### src/rtl/status_register.sv
// Processor status register (P) for a 6502-style core.
// Holds the C, Z, I, D, V and N flags. Each flag is loaded from the internal
// bus, the ALU or instruction bit 5 under per-flag strobes. The register also
// has the Set Overflow pin synchronizer, the delayed interrupt mask and the
// p_db image used for PHP and interrupt pushes.
module status_register (
  input  logic       clk,
  input  logic       rst,
  input  logic       acr,
  input  logic       avr,
  input  logic [7:0] db,
  input  logic       ir5,
  input  logic       db0_c,
  input  logic       acr_c,
  input  logic       ir5_c,
  input  logic       db1_z,
  input  logic       dbz_z,
  input  logic       db2_i,
  input  logic       ir5_i,
  input  logic       db3_d,
  input  logic       ir5_d,
  input  logic       db6_v,
  input  logic       avr_v,
  input  logic       clr_v,
  input  logic       db7_n,
  input  logic       so_n,
  input  logic       brk_push,
  output logic [7:0] p_db,
  output logic       decimal_en,
  output logic       irq_mask
);

  logic c_q, c_d;
  logic z_q, z_d;
  logic i_q, i_d;
  logic d_q, d_d;
  logic v_q, v_d;
  logic n_q, n_d;
  logic irq_mask_q;
  logic so_s1_q, so_s2_q, so_hist_q;
  logic so_set;

  // A synchronized high-to-low transition on so_n raises so_set for one clock.
  assign so_set = so_hist_q & ~so_s2_q;

  // Next-state selection for each flag, in the documented source priority.
  always_comb begin
    // NOTE: every output of this block gets a default first, so a path that
    // assigns nothing leaves the flag unchanged instead of inferring a latch.
    c_d = c_q;
    z_d = z_q;
    i_d = i_q;
    d_d = d_q;
    v_d = v_q;
    n_d = n_q;

    if (db0_c)      c_d = db[0];
    else if (acr_c) c_d = acr;
    else if (ir5_c) c_d = ir5;

    // Zero test uses the live bus value in the strobe cycle.
    if (db1_z)      z_d = db[1];
    else if (dbz_z) z_d = (db == 8'h00);

    if (db2_i)      i_d = db[2];
    else if (ir5_i) i_d = ir5;

    if (db3_d)      d_d = db[3];
    else if (ir5_d) d_d = ir5;

    if (db7_n)      n_d = db[7];

    if (so_set)      v_d = 1'b1;
    else if (db6_v)  v_d = db[6];
    else if (avr_v)  v_d = avr;
    else if (clr_v)  v_d = 1'b0;
  end

  // Flag registers and the interrupt-mask delay. Reset takes priority over every strobe.
  always_ff @(posedge clk) begin
    // NOTE: sequential state uses non-blocking assignments so that every flop
    // samples values from before the edge, regardless of statement order.
    if (rst) begin
      c_q        <= 1'b0;
      z_q        <= 1'b0;
      i_q        <= 1'b1;
      d_q        <= 1'b0;
      v_q        <= 1'b0;
      n_q        <= 1'b0;
      irq_mask_q <= 1'b1;
    end else begin
      c_q        <= c_d;
      z_q        <= z_d;
      i_q        <= i_d;
      d_q        <= d_d;
      v_q        <= v_d;
      n_q        <= n_d;
      irq_mask_q <= i_q;
    end
  end

  // so_n synchronizer and edge history. Resetting to 1 means the reset state
  // itself looks like an idle-high pin, so it cannot produce an edge.
  always_ff @(posedge clk) begin
    if (rst) begin
      so_s1_q   <= 1'b1;
      so_s2_q   <= 1'b1;
      so_hist_q <= 1'b1;
    end else begin
      so_s1_q   <= so_n;
      so_s2_q   <= so_s1_q;
      so_hist_q <= so_s2_q;
    end
  end

  assign p_db       = {n_q, v_q, 1'b1, brk_push, d_q, i_q, z_q, c_q};
  assign decimal_en = d_q;
  assign irq_mask   = irq_mask_q;

endmodule

### config.mk
export PLATFORM = sky130hd
export DESIGN_NAME = status_register
export DESIGN_NICKNAME = d
export VERILOG_FILES = /design/src/rtl/status_register.sv
export SDC_FILE = /design/constraint.sdc
export NUM_CORES = 1
export LEC_CHECK = 0
export CAP_MARGIN = 10
export CORE_MARGIN = 3
export CORE_UTILIZATION = 31
export DETAILED_ROUTE_END_ITERATION = 16
export MAX_ROUTING_LAYER = met4
export PLACE_DENSITY = 0.81
export SLEW_MARGIN = 10
export SYNTH_ARGS = -nofsm -noshare
export SYNTH_HDL_FRONTEND = slang
export SYNTH_SLANG_ARGS = --single-unit
### constraint.sdc
create_clock -name clk -period 1.35 [get_ports clk]
set_clock_uncertainty 0.2 [all_clocks]
set_input_delay 0.405 -clock clk [delete_from_list [all_inputs] [get_ports clk]]
set_output_delay 0.405 -clock clk [all_outputs]
set_load 0.05 [all_outputs]
==> metrics.cfg, run 1 <==
[yosys]
yosys.area.top_type = dfxtp_1
synth_area_leaders = dfxtp_1 (42%), buf_4 (13%), mux2i_1 (6.3%), or2_2 (5.2%), mux2_2 (4.7%)
synth.cell_area_sq_um = 479
ys_seq_area_frac = 0.418
synth_cell_types = 22
synthCells = 50
synth_nets = 78
syn_avg_cell_area_sq_um = 9.58
ys_ff_latch = 10
synth_top_area_share = 0.418
yosysWarnings = 0

[clock_network]
cts_root_buf = clkbuf_4
h-tree-depth = 1
clockBufferDepth = 2
cts_buffers = 3
cts.sinks = 10
clkLatencyLatePin_ns = 0.26
clk_pin_slew_ns = 0.07
cts_hold_buf = 0
cts_tree = done

[cells_and_area]
final_cell_mix = clkdlybuf4s50_1 (13), dlygate4sd2_1 (10), buf_12 (8)
fin_area_sq_um = 965
mostFrequentLayoutCell = clkdlybuf4s50_1
drive_gt1_frac = 0.424
fin_util = 0.706
syn2layout_area_growth_pct = 101
diodes = 0
final_nets = 114

[placed_design]
gp_congestion = 0.741
post-dp-hpwl_microns = 980
io_buffers = 34
place_area_sq_um = 893

[setup_path]
cp-endpoint = decimal_en
setup.worst_path.class = flop to output port
cp_num_buf_inv = 1
crit_arrival_ns = 0.78
crit_start = decimal_en$_SDFFE_PP0P_
cp-start-kind = flop
cp_max_fo = 3
reg2reg_from = i_q$_SDFFE_PP1P_
regToRegSetupSlack_ns = 0.14
path_depth = 1
cp_cell_sequence = buf_12
cp.required_ns = 0.75
r2r_cells = 4
end_kind = output port
critPathSlowestCell = dfxtp_4
critPathMaxStageDelay_ns = 0.38
cp_top_family = flip-flops
timing.rr.end = i_q$_SDFFE_PP1P_

[power]
switching_power_uw = 232
seqPwrFrac = 0.382
combPwrFrac = 0.308
p_int_uw = 635
p_clk_frac = 0.310
ir_drop_mv = 0.762
finalPower_uw = 867
p_leak_uw = 0.000436
power_density_nw_per_um2 = 899
sw_frac_of_total = 0.268

[min_path]
min_path_type = flop to flop

[job]
cap_violations = 0

[drt]
drt_iter0_drc = 1
wl_mm = 1.27
vias = 448
ant_nets = 0
drc = 0
drtPass1Iterations = 2
vias_per_cell = 4.48
wire_per_inst_microns = 12.7

[timing]
setup_ws_ns = -0.0321
hold_slack_ns = 0.212
setup_tns_ns = -0.0849
fin_crit_ns = 1.38
fmax_ghz = 0.724
period_share = 1.02
setup_viol = 6
rsz0062_at_grt = yes
finalHoldViolations = 0
final_max_slew_viol_count = 0

[run_status]
status = finished, violations left
failed_checks = setup timing

[global_route]
grt_pass1_vias = 447
grt_usage = 0.141
grt_max_degree = 11
overflow = 0
grt_first_pass_wirelength_mm = 1.95
antenna_found_initial = 0

[die]
dieArea_sq_um = 2050
num_io_pins = 38
fp-row-count = 13
start_util = 0.351
fp.dieH_microns = 45.3
coreArea_sq_um = 1370
die_x_microns = 45.3

## through the flow
| step | std cells | setup WS (ns) |
|---|---|---|
| global route | 100 | -0.0610 |
| finish | 100 | -0.0321 |
| floorplan | 50 | 0.0181 |
| global placement | 95 | -0.355 |
| detailed placement | 95 | -0.369 |
| CTS | 100 | -0.0451 |
## power by group through the flow
stage,logic (uW),clock network (uW),registers (uW)
3_3_place_gp,264,0,336
4_1_cts,267,278,331
6_report,267,268,331
3_5_place_dp,266,0,337
5_1_grt,282,288,333
2_1_floorplan,119,0,338
## metal layers
layer | up-vias | part of all wire | GRT usage
li1 | 232 | - | -
met1 | 194 | 0.37 | 0.150
met2 | 20 | 0.53 | 0.237
met3 | 2 | 0.088 | 0.0518
met4 | 0 | 0.0047 | 0.0526
met5 | - | 0 | -
## cell families (layout without fill, tap and decap cells)
logic type	after synthesis	after routing	synth area share
simple gates	19	19	0.245
buf+inv	10	45	0.141
mux	5	5	0.110
flops	10	10	0.418
other cells	1	1	0.00783
compound gates	5	5	0.0783
## worst min-delay path by stage
stage,from,end,slack [ns],depth (start not counted)
floorplan,so_s1_q$_SDFF_PP1_,so_s2_q$_SDFF_PP1_,0.19,1
global route,so_s1_q$_SDFF_PP1_,so_s2_q$_SDFF_PP1_,0.23,1
detailed placement,so_s1_q$_SDFF_PP1_,so_s2_q$_SDFF_PP1_,0.20,1
global placement,so_s1_q$_SDFF_PP1_,so_s2_q$_SDFF_PP1_,0.19,1
finish,so_s1_q$_SDFF_PP1_,so_s2_q$_SDFF_PP1_,0.21,1
CTS,so_s1_q$_SDFF_PP1_,so_s2_q$_SDFF_PP1_,0.21,1
## cell type report
type / instances / area (sq um)
repair buffers: 40 / 460
fillers: 112 / 402
multi-input cells: 30 / 234
inverters: 1 / 3.75
flip-flops and latches: 10 / 211
clock buffers: 4 / 36.3
well taps: 15 / 18.8
## timing repair
item	CTS	global route
buffers inserted	1	0
endpoints found under the hold margin	0	0
pin swaps	5	3
gates cloned	0	0
endpoints found under the setup margin	15	11
resized for setup	20	5
## synth_stat cells
cell type	count
a2111oi_1	1
a211oi_1	1
a311oi_1	1
and2b_2	1
buf_4	8
clkbuf_1	1
conb_1	1
dfxtp_1	10
inv_1	1
mux2_2	2
mux2i_1	3
nand2_1	1
nand2b_1	1
nor2_1	3
nor2b_1	3
nor3_1	2
nor3b_1	2
nor4_1	1
nor4_2	1
o21ai_0	1
o22ai_1	1
or2_2	4
(Power assumes the default switching activity.)
==> run 2, diff against run 1 <==
--- a/config.mk
+++ b/config.mk
@@ -5,10 +5,12 @@
 export SDC_FILE = /design/constraint.sdc
 export NUM_CORES = 1
 export LEC_CHECK = 0
+export ABC_CLOCK_PERIOD_IN_PS = 1350
 export CAP_MARGIN = 10
 export CORE_MARGIN = 3
 export CORE_UTILIZATION = 31
 export DETAILED_ROUTE_END_ITERATION = 16
+export GPL_ROUTABILITY_DRIVEN = 0
 export MAX_ROUTING_LAYER = met4
 export PLACE_DENSITY = 0.81
 export SLEW_MARGIN = 10
==> results of run 2 <==
The final DEF is identical to that of run 1; final timing and power are the same.
==> run 3, diff against run 2 <==
--- a/config.mk
+++ b/config.mk
@@ -13,6 +13,7 @@
 export GPL_ROUTABILITY_DRIVEN = 0
 export MAX_ROUTING_LAYER = met4
 export PLACE_DENSITY = 0.81
+export SKIP_CTS_REPAIR_TIMING = 1
 export SLEW_MARGIN = 10
 export SYNTH_ARGS = -nofsm -noshare
 export SYNTH_HDL_FRONTEND = slang
==> run 3 against run 2 <==
  * The run still ends with setup timing left
  * Fmax fell by 0.14%
  * Cell count decreased by 1.0%
  * Register-to-register slack better by 0.07 ns
  * Sequential share of layout area shrank 0.77 points
  * Critical path type unchanged
  * Largest cell class unchanged
  * Highest routed layer unchanged
==> metrics.cfg, run 3 (same netlist as run 1, synthesis figures left out) <==
[run_status]
status = finished, violations left
failed_checks = setup timing

[cells_and_area]
diodes = 0  ; unchanged
mostFrequentLayoutCell = dlymetal6s2s_1
drive_gt1_frac = 0.417  ; -0.00686
final_cell_mix = dlymetal6s2s_1 (15), clkdlybuf4s50_1 (11), buf_12 (8)
fin_util = 0.732  ; +0.0256
final_nets = 113  ; -0.88%
syn2layout_area_growth_pct = 109

[die]
fp.dieH_microns = 45.3  ; unchanged
coreArea_sq_um = 1370  ; unchanged
dieArea_sq_um = 2050  ; unchanged
fp-row-count = 13  ; unchanged
die_x_microns = 45.3  ; unchanged
num_io_pins = 38  ; unchanged
start_util = 0.351  ; unchanged

[clock_network]
clkLatencyLatePin_ns = 0.26  ; about the same
clockBufferDepth = 2  ; unchanged
clk_pin_slew_ns = 0.07  ; about the same
h-tree-depth = 1  ; unchanged
cts.sinks = 10  ; unchanged
cts_root_buf = clkbuf_4
cts_tree = done
cts_buffers = 3  ; unchanged

[drt]
vias = 461  ; +2.9%
drtPass1Iterations = 4  ; +2
wire_per_inst_microns = 13.6  ; +7.3%
vias_per_cell = 4.66  ; +3.9%
ant_nets = 0  ; unchanged
drt_iter0_drc = 2  ; +1
drc = 0  ; unchanged
wl_mm = 1.35  ; +6.2%

[setup_path]
cp.required_ns = 0.75  ; about the same
crit_arrival_ns = 0.78  ; about the same
r2r_cells = 3  ; -1
cp-start-kind = flop
cp_max_fo = 3  ; unchanged
cp_num_buf_inv = 1  ; unchanged
end_kind = output port
critPathSlowestCell = dfxtp_4
reg2reg_from = so_hist_q$_SDFF_PP1_
setup.worst_path.class = flop to output port
timing.rr.end = v_q$_SDFFE_PP0P_
cp_top_family = flip-flops
critPathMaxStageDelay_ns = 0.38  ; about the same
regToRegSetupSlack_ns = 0.21  ; +0.07 ns
cp_cell_sequence = buf_12

[min_path]
holdPathEnd = so_s2_q$_SDFF_PP1_
hold_depth = 1  ; unchanged
min_path_type = flop to flop
worstHoldStart = so_s1_q$_SDFF_PP1_

[power]
p_leak_uw = 0.000527  ; +21%
ir_drop_mv = 0.764  ; +0.21%
power_density_nw_per_um2 = 872  ; -3.0%

[global_route]
antenna_found_initial = 0  ; unchanged
grt_pass1_vias = 423  ; -5.4%
grtUsageMet3 = 0.0518  ; unchanged
grt_usage = 0.134  ; -0.00672
grt_first_pass_wirelength_mm = 1.86  ; -4.2%
grt_util_met1 = 0.145  ; -0.00483
grt_util_met2 = 0.220  ; -0.0169
grt_most_used_layer = met2
grt_max_degree = 11  ; unchanged
overflow = 0  ; unchanged

[timing]
final_max_slew_viol_count = 0  ; unchanged
hold_slack_ns = 0.212  ; -0.0000630 ns
setup_ws_ns = -0.0341  ; -0.00199 ns
finalHoldViolations = 0  ; unchanged
setup_viol = 6  ; unchanged
rsz0062_at_grt = yes
setup_tns_ns = -0.106  ; -0.0209 ns
period_share = 1.03  ; +0.00147
fmax_ghz = 0.722  ; -0.14%
fin_crit_ns = 1.38  ; +0.00199 ns

[placed_design]
preCtsSetupSlack_ns = -0.369  ; unchanged
post-dp-hpwl_microns = 980  ; unchanged
io_buffers = 34  ; unchanged

[job]
cap_violations = 0  ; unchanged

run 3: routing by layer:
layer | vias up | share of wire
li1 | 230 | -
met1 | 207 | 0.36
met2 | 22 | 0.55
met3 | 2 | 0.086
met4 | 0 | 0.0045
met5 | - | 0
run 3: worst max-delay path by stage:
stage / start / to / slack, ns / cells after the start
floorplan: decimal_en$_SDFFE_PP0P_ / p_db[3] / 0.02 / 1
global placement: avr_v / v_q$_SDFFE_PP0P_ / -0.35 / 4
detailed placement: avr_v / v_q$_SDFFE_PP0P_ / -0.37 / 4
CTS: avr_v / v_q$_SDFFE_PP0P_ / -0.09 / 4
global route: decimal_en$_SDFFE_PP0P_ / decimal_en / -0.06 / 1
finish: decimal_en$_SDFFE_PP0P_ / decimal_en / -0.03 / 1
run 3: worst register-to-register path, delay by kind of cell (launching register included):
kind | cells | cell delay, ns
simple gates | 2 | 0.24
compound gates | 1 | 0.28
flops | 1 | 0.30
run 3: layout make-up:
cell class                 instances  area, sq um
clock buffer                       4         36.3
fill                             103          367
inverter                           1         3.75
multi-input combinational         30          234
sequential                        10          211
tap                               15         18.8
timing repair buffer              39          495
run 3: through the flow:
stage / power [uW] / instances / area, sq um
final: 872 / 99 / 1000
after global routing: 907 / 99 / 1000
after CTS: 875 / 99 / 930
after floorplan: 457 / 50 / 480
after global placement: 599 / 95 / 893
after detailed placement: 603 / 95 / 893
run 3: power breakdown:
part | total (uW) | internal, uW | switching, uW
sequential | 332 | 315 | 16.7
combinational | 271 | 160 | 112
clock | 269 | 164 | 105
